[config.mk]
export PLATFORM = sky130hd
export DESIGN_NAME = count_sequencer
export DESIGN_NICKNAME = d
export VERILOG_FILES = /design/src/rtl/count_seq_pkg.sv /design/src/rtl/counter_core.sv /design/src/rtl/count_sequencer.sv
export SDC_FILE = /design/constraint.sdc
export NUM_CORES = 1
export LEC_CHECK = 0
export CORE_MARGIN = 2
export CORE_UTILIZATION = 30
export DETAILED_ROUTE_END_ITERATION = 10
export SYNTH_ARGS = -nofsm -noshare
export SYNTH_HDL_FRONTEND = slang
export SYNTH_SLANG_ARGS = --single-unit
[constraint.sdc]
create_clock -name clk -period 1.5 [get_ports clk]
set_input_delay 0.3 -clock clk [delete_from_list [all_inputs] [get_ports clk]]
set_output_delay 0.3 -clock clk [all_outputs]
set_load 0.01 [all_outputs]
[src/rtl/count_seq_pkg.sv]
// Shared encodings for the count sequencer: FSM state codes and run-mode values.
package count_seq_pkg;
  localparam logic [1:0] ST_IDLE = 2'b00;
  localparam logic [1:0] ST_RUN  = 2'b01;
  localparam logic [1:0] ST_HOLD = 2'b10;
  localparam logic [1:0] ST_DONE = 2'b11;

  localparam logic MODE_ONESHOT  = 1'b0;
  localparam logic MODE_PERIODIC = 1'b1;
endpackage

[src/rtl/counter_core.sv]
// WIDTH-bit up-counter datapath: synchronous clear beats enable, otherwise holds.
module counter_core #(
  parameter int WIDTH = 3
) (
  input  logic             clk,
  input  logic             reset,
  input  logic             clr,
  input  logic             en,
  output logic [WIDTH-1:0] count
);
  logic [WIDTH-1:0] count_q, count_d;

  always_comb begin
    count_d = count_q;
    if (clr)     count_d = '0;
    else if (en) count_d = count_q + 1'b1;
  end

  always_ff @(posedge clk or negedge reset) begin
    if (!reset) count_q <= '0;
    else        count_q <= count_d;
  end

  assign count = count_q;
endmodule

[src/rtl/count_sequencer.sv]
// Controller sequencing counter_core: start/stop/hold, captured limit and mode,
// one-shot or periodic operation, one-cycle done pulse per terminal count.
module count_sequencer
  import count_seq_pkg::*;
#(
  parameter int               WIDTH         = 3,
  parameter logic [WIDTH-1:0] DEFAULT_LIMIT = '1
) (
  input  logic             clk,
  input  logic             reset,
  input  logic             start,
  input  logic             stop,
  input  logic             hold,
  input  logic             mode,
  input  logic [WIDTH-1:0] limit,
  output logic [WIDTH-1:0] count,
  output logic             busy,
  output logic             done,
  output logic [1:0]       state
);
  logic [1:0]       state_q, state_d;
  logic [WIDTH-1:0] limit_q, limit_d;
  logic             mode_q, mode_d;
  logic             done_q, done_d;
  logic             clr, en;

  counter_core #(.WIDTH(WIDTH)) u_core (
    .clk  (clk),
    .reset(reset),
    .clr  (clr),
    .en   (en),
    .count(count)
  );

  // Priority inside RUN: stop > hold > terminal > increment.
  always_comb begin
    state_d = state_q;
    limit_d = limit_q;
    mode_d  = mode_q;
    done_d  = 1'b0;
    clr     = 1'b0;
    en      = 1'b0;
    case (state_q)
      ST_IDLE: begin
        clr = 1'b1;
        if (!stop && start) begin
          limit_d = limit;
          mode_d  = mode;
          state_d = ST_RUN;
        end
      end
      ST_RUN: begin
        if (stop) begin
          clr     = 1'b1;
          state_d = ST_IDLE;
        end else if (hold) begin
          state_d = ST_HOLD;
        end else if (count == limit_q) begin
          done_d = 1'b1;
          if (mode_q == MODE_PERIODIC) clr = 1'b1;
          else                         state_d = ST_DONE;
        end else begin
          en = 1'b1;
        end
      end
      ST_HOLD: begin
        if (stop) begin
          clr     = 1'b1;
          state_d = ST_IDLE;
        end else if (!hold) begin
          state_d = ST_RUN;
        end
      end
      ST_DONE: begin
        if (stop) begin
          clr     = 1'b1;
          state_d = ST_IDLE;
        end else if (start) begin
          clr     = 1'b1;
          limit_d = limit;
          mode_d  = mode;
          state_d = ST_RUN;
        end
      end
      default: begin
        clr     = 1'b1;
        state_d = ST_IDLE;
      end
    endcase
  end

  always_ff @(posedge clk or negedge reset) begin
    if (!reset) begin
      state_q <= ST_IDLE;
      limit_q <= DEFAULT_LIMIT;
      mode_q  <= MODE_ONESHOT;
      done_q  <= 1'b0;
    end else begin
      state_q <= state_d;
      limit_q <= limit_d;
      mode_q  <= mode_d;
      done_q  <= done_d;
    end
  end

  assign busy  = (state_q == ST_RUN) || (state_q == ST_HOLD);
  assign done  = done_q;
  assign state = state_q;
endmodule
==> metrics.yaml, run 1 <==
logic_synthesis:
  synth-seq-cells: 10
  synthSimpleGateAreaFrac: 0.1495
  synthMuxAreaShare: 0.08889
  synth-edff-count: 0
  yosysTopAreaCell: "dfrtp_1"
  yosys_warnings: 0
  synth_top_family_by_area: "compound AO/OA/AOI/OAI gates"
  yosysSeqAreaShare: 0.4101
  synth_nets: 73
  synth_area_leaders: "dfrtp_1 (28%), dfstp_2 (13%), ha_1 (10%), xnor2_1 (7.1%), mux2_2 (5.5%)"
  synth_compound_area_frac: 0.1495
  synth_fa_ha_area_frac: 0.1010
  ys.flop_type: "dfrtp_1"
  synth.most_common_cell: "dfrtp_1"
  synth_xor_area_frac: 0.07071
  netlist_area_um2: 619.3
  synthCells: 59
  synthArstFlopShare: 1.000
  synth_top_area_share: 0.2828
  syn_area_per_cell_um2: 10.50
  yosys-top-cells-count: "dfrtp_1 (7), nor2_1 (6), ha_1 (5), inv_1 (5), xnor2_1 (5)"
  ys_types: 24
cts:
  cts.sinks: 10
  cts_tree: "done"
  cts.htree.levels: 1
  numCtsBuffers: 3
  clk_pin_slew_worst_paths_ns: 0.07
  clockBufferDepth: 2
  cts_root_buf: "clkbuf_4"
  holdBufCountCts: 0
  clk-insertion-delay-late_ns: 0.26
worst_setup_path:
  r2r_slack_ns: -0.06
  r2r-start: "state[0]"
  critPathArrivalTime_ns: 1.72
  r2r-end: "u_core.count[1]"
  end_kind: "register"
  critPathKind: "reg2reg"
  critPathLaunchType: "register"
  reg2regPathDepth: 6
  path_max_fanout: 5
  cp.required_ns: 1.66
final_layout:
  final_nets: 113
  fin_area_um2: 1052
  antenna_cells: 0
  utilization: 0.5364
  fillers: 192
  fin_cells: 125
  drive_above_1_share: 0.4490
  area_growth_pct: 69.90
sta:
  finalCriticalPeriod_ns: 1.562
  slew_headroom: 0.6976
  tightestPinTransition_ns: 0.4522
  drv_slew: 0
  final-setup-viol-count: 3
  worst_slack_ns: -0.06171
  hold_violations: 0
  max_freq_ghz: 0.6403
  fin_skew_ns: 0.01046
  finalCritPeriodShare: 1.041
  grt_setup_unrepaired: "true"
routing:
  num_vias: 586
  drt_first_pass_iters: 4
  wl_per_cell_um: 10.51
  detail-route-antenna-nets: 0
  drc: 0
  drt_iter0_drc: 12
  viasPerCell: 4.688
  routed_wl_um: 1314
floorplanning:
  start_util: 0.3157
  core_area_um2: 1962
  io_pins: 16
  chipHeight_um: 49.44
  rows: 16
  die_area_um2: 2444
  die_w_um: 49.44
placement:
  dp.cells: 116
  post-place-ws_ns: -0.2798
  post_dp_cell_area_um2: 940.9
  gp_congestion: 0.8304
  dp_hpwl_um: 1064
  io_buffers: 15
pwr:
  powerDensity_nw_per_um2: 1758
  p_total_mw: 1.850
  ir_drop_v: 0.0006944
  power_leakage_nw: 0.4698
status:
  status: "complete, but fails checks"
  violations: "setup timing"
grt:
  groute.usage.overall: 0.1325
  grt_pass1_wl_um: 2380
  overflow: 0
  grt_max_degree: 11
  antenna_found_initial: 0
  grt_pass1_vias: 549
job:
  drv_cap: 0
worst_hold_path:
  hold_path.class: "in2async"
## registers in the layout, indices dropped and copies added, names as in the netlist
| register | flops |
|---|---|
| done | 1 |
| limit_q | 3 |
| mode_q | 1 |
| state | 2 |
| u_core.count | 3 |
## power by group
group          internal, mW  total, mW  switching, mW  leakage (nW)
Sequential            0.395      0.459         0.0637         0.123
Combinational         0.667       1.20          0.535         0.332
Clock                 0.102      0.189         0.0862        0.0150
## cell type report
cell class,instances,area (um^2),area share
multi-input cells,44,417.9,0.3971
repair buffers,35,300.3,0.2854
inverters,5,18.77,0.01784
flip-flops and latches,10,255.2,0.2426
well taps,27,33.78,0.03210
clock buffers,4,26.28,0.02497
## worst max path at each step
stage          cells after the start      from         endpoint  slack, ns
3_5_place_dp                       5      stop  u_core.count[1]      -0.28
2_1_floorplan                      6  state[1]  u_core.count[1]      -0.09
5_1_grt                            6  state[0]  u_core.count[2]      -0.15
4_1_cts                            6  state[1]  u_core.count[1]      -0.06
3_3_place_gp                       5      stop  u_core.count[1]      -0.25
6_report                           6  state[0]  u_core.count[1]      -0.06
## cells in the final DEF (no fill, tap or decap), types with 2 or more instances in the layout
cell type | netlist | final
buf_4 | 0 | 19
clkbuf_4 | 0 | 3
clkdlybuf4s50_1 | 0 | 11
dfrtp_1 | 7 | 6
dfstp_2 | 3 | 3
ha_1 | 5 | 3
ha_4 | 0 | 2
inv_1 | 5 | 4
mux2_2 | 3 | 2
nand2_1 | 2 | 2
nand3_1 | 3 | 3
nor2_1 | 6 | 4
nor2_2 | 1 | 2
nor2b_1 | 3 | 2
o21ai_0 | 3 | 2
o311a_1 | 2 | 2
xnor2_1 | 5 | 4
## kinds of logic (layout without fill, tap and decap cells)
kind of cell / after synthesis / in the layout
and+or+nand+nor: 18 / 18
buffers and inverters: 5 / 44
DFF: 10 / 10
adders and majority gates: 5 / 5
AOI/OAI and AO/OA: 11 / 11
muxes: 5 / 5
xor gates and xnor gates: 5 / 5
## metal layers
metal	vias up	global-route usage	wire length [um]
met5	-	0	0
met4	0	0.05556	13
met3	2	0.05521	63
met2	17	0.2027	633
met1	279	0.1632	603
li1	288	-	-
## metrics by stage
stage	hold WS, ns	setup TNS, ns
2_1_floorplan	0.004409	-0.2271
3_3_place_gp	0.5205	-1.704
3_5_place_dp	0.5228	-1.822
4_1_cts	0.3509	-0.1371
5_1_grt	0.3544	-0.4252
6_report	0.3468	-0.1287
## worst max-delay path, stage by stage, from the launching register on
cell,delay (ns)
dfrtp_1,0.37
buf_6,0.13
ha_4,0.12
or3b_4,0.41
a31oi_4,0.18
mux2i_1,0.20
nor2_1,0.05
## timing repair
item                       CTS  global route
setup endpoints to repair   15             8
setup buffers                5             0
resized for setup           15             4
pin swaps                    2             5
Power figures use the tool's default switching activity.
==> run 2: changes to the inputs <==
ABC_AREA = 1   (was not set)
CAP_MARGIN = 20   (was not set)
HOLD_SLACK_MARGIN = 0.05   (was not set)
==> metrics.yaml, run 2 <==
logic_synthesis:
  synth_nets: 95
  ys.flop_type: "dfrtp_1"
  netlist_area_um2: 630.6
  syn_area_per_cell_um2: 7.785
  yosysTopAreaCell: "dfrtp_1"
  yosys-top-cells-count: "nand2_1 (16), inv_1 (12), nor2_1 (10)"
  yosys_warnings: 0
  synth.most_common_cell: "nand2_1"
  ys_types: 21
  synth-edff-count: 0
  yosysSeqAreaShare: 0.4028
  synthArstFlopShare: 1.000
  synth_area_leaders: "dfrtp_1 (28%), dfstp_2 (13%), ha_1 (9.9%), nand2_1 (9.5%), inv_1 (7.1%)"
  synth-seq-cells: 10
  synth_top_area_share: 0.2778
  synthCells: 81
cts:
  cts.sinks: 10
  clockBufferDepth: 2
  numCtsBuffers: 3
  cts.htree.levels: 1
  clk_pin_slew_worst_paths_ns: 0.07
  clk-insertion-delay-late_ns: 0.27
  cts_tree: "done"
  cts_root_buf: "clkbuf_4"
  holdBufCountCts: 0
sta:
  max_freq_ghz: 0.6819
  drv_slew: 0
  tightestPinTransition_ns: 0.4725
  hold_violations: 0
  grt_setup_unrepaired: "true"
  fin_tns_setup_ns: 0
  final-setup-viol-count: 0
  holdWs_ns: 0.3535
  fin_skew_ns: 0.008270
  finalCritPeriodShare: 0.9777
  slew_headroom: 0.6840
  finalCriticalPeriod_ns: 1.467
grt:
  antenna_found_initial: 0
  grt_pass1_vias: 489
  grt_max_degree: 11
  grt_pass1_wl_um: 2201
  overflow: 0
  groute.usage.overall: 0.1190
worst_setup_path:
  r2r-end: "state[1]"
  path_cells: "buf_4, ha_2, nand2_2, nor2_4, a21oi_2, o211ai_1, nand2_1, o21ai_1"
  critPathLaunchType: "register"
  cp.required_ns: 1.64
  r2r-start: "state[0]"
  reg2regPathDepth: 8
  critPathKind: "reg2reg"
  end_kind: "register"
  critPathSlowestCell: "dfrtp_1"
  critPathMaxStageDelay_ns: 0.40
  r2r_slack_ns: 0.03
  path_max_fanout: 3
  critPathArrivalTime_ns: 1.61
floorplanning:
  rows: 16
  start_util: 0.3182
  core_area_um2: 1982
  die_area_um2: 2485
  chipHeight_um: 49.85
  io_pins: 16
  die_w_um: 49.85
routing:
  num_vias: 585
  viasPerCell: 4.270
  wl_per_cell_um: 9.927
  drc: 0
  drt_first_pass_iters: 4
  detail-route-antenna-nets: 0
  routed_wl_um: 1360
  drt_iter0_drc: 9
pwr:
  p_sw_uw: 568.3
  power_leakage_nw: 0.4360
  sw_frac_of_total: 0.3995
  pwr-share-seq: 0.311
  powerDensity_nw_per_um2: 1534
  p_comb_frac: 0.553
  clkPwrFrac: 0.137
  p_int_uw: 854.3
  ir_drop_v: 0.0007580
  p_total_mw: 1.423
final_layout:
  layout_common_cells: "nand2_1 (16), inv_1 (12), clkdlybuf4s50_1 (12), nor2_1 (10), buf_4 (10)"
  fillers: 188
  drive_above_1_share: 0.3000
  multiInputGateArea_um2: 339.1
  fin_cells: 137
  seq_area_um2: 254.0
  final_common_cell: "nand2_1"
  area_growth_pct: 47.02
  final_nets: 125
  antenna_cells: 0
placement:
  dp.cells: 130
  gp_congestion: 0.7730
  dp_hpwl_um: 1076
  io_buffers: 15
job:
  drv_cap: 0
status:
  status: "completed"
worst_hold_path:
  hold_path.class: "in2async"
run 2: changes by cell type after synthesis, sizes merged, moves of 3 or more:
cell | before | now
nor2 | 7 | 12
nor2b | 3 | 0
nand2 | 2 | 19
inv | 5 | 15
a21oi | 1 | 7
xnor2 | 5 | 1
mux2 | 4 | 1
run 2: cell type report:
class	instances	share of cell area
timing repair buffer	25	0.2348
sequential	10	0.2740
clock buffer	4	0.02834
inverter	15	0.06073
tap	27	0.03644
multi-input combinational	56	0.3657
run 2: kinds of logic after synthesis:
group,after synthesis,share of synthesized area
and+or+nand+nor,37,0.2719
xor gates and xnor gates,2,0.02778
adders and majority gates,5,0.09921
DFF,10,0.4028
muxes,1,0.01786
buffers and inverters,15,0.08928
AOI/OAI and AO/OA,11,0.09126
run 2: worst max-delay path: cells and delay by family (launching register included):
family                   cells  cell delay, ns
AND/OR/NAND/NOR              3            0.24
AO/OA/AOI/OAI                3            0.35
buffers and inverters        1            0.15
flip-flops                   1            0.40
adder cells (fa/ha/maj)      1            0.19
run 2: power by group through the flow:
stage	combinational [mW]	clock, mW	sequential (mW)
2_1_floorplan	0.458	0	0.467
3_3_place_gp	0.788	0	0.450
3_5_place_dp	0.806	0	0.450
4_1_cts	0.781	0.211	0.440
5_1_grt	0.884	0.228	0.456
6_report	0.786	0.194	0.442
run 2: worst max path at each step:
stage,cells after the start,slack (ns),from,end
finish,8,0.03,state[0],state[1]
floorplan,4,0.1,state[0],limit_q[2]
global route,9,-0.05,state[0],state[1]
detailed placement,8,-0.07,stop,state[1]
global placement,8,-0.04,stop,state[1]
CTS,8,0.007,state[0],state[1]
run 2: layer usage:
metal,vias to the layer above,wire [um],global-route usage
met5,-,0,0
met4,0,0,0.01389
met3,0,69,0.05455
met2,14,638,0.1844
met1,260,652,0.1562
li1,311,-,-
run 2: metrics by stage:
step	setup slack [ns]	util	cell area (um^2)
floorplan	0.09935	-	634.4
global placement	-0.04322	0.4394	870.8
detailed placement	-0.06940	0.4394	870.8
CTS	0.007334	0.4615	914.6
global route	-0.05159	0.4678	927.1
finish	0.03347	0.4678	927.1
run 2: what timing repair did:
item / in CTS / in global routing
pin swaps: 1 / 3
endpoints found under the setup margin: 7 / 3
buffers inserted: 3 / 0
resized for setup: 7 / 4
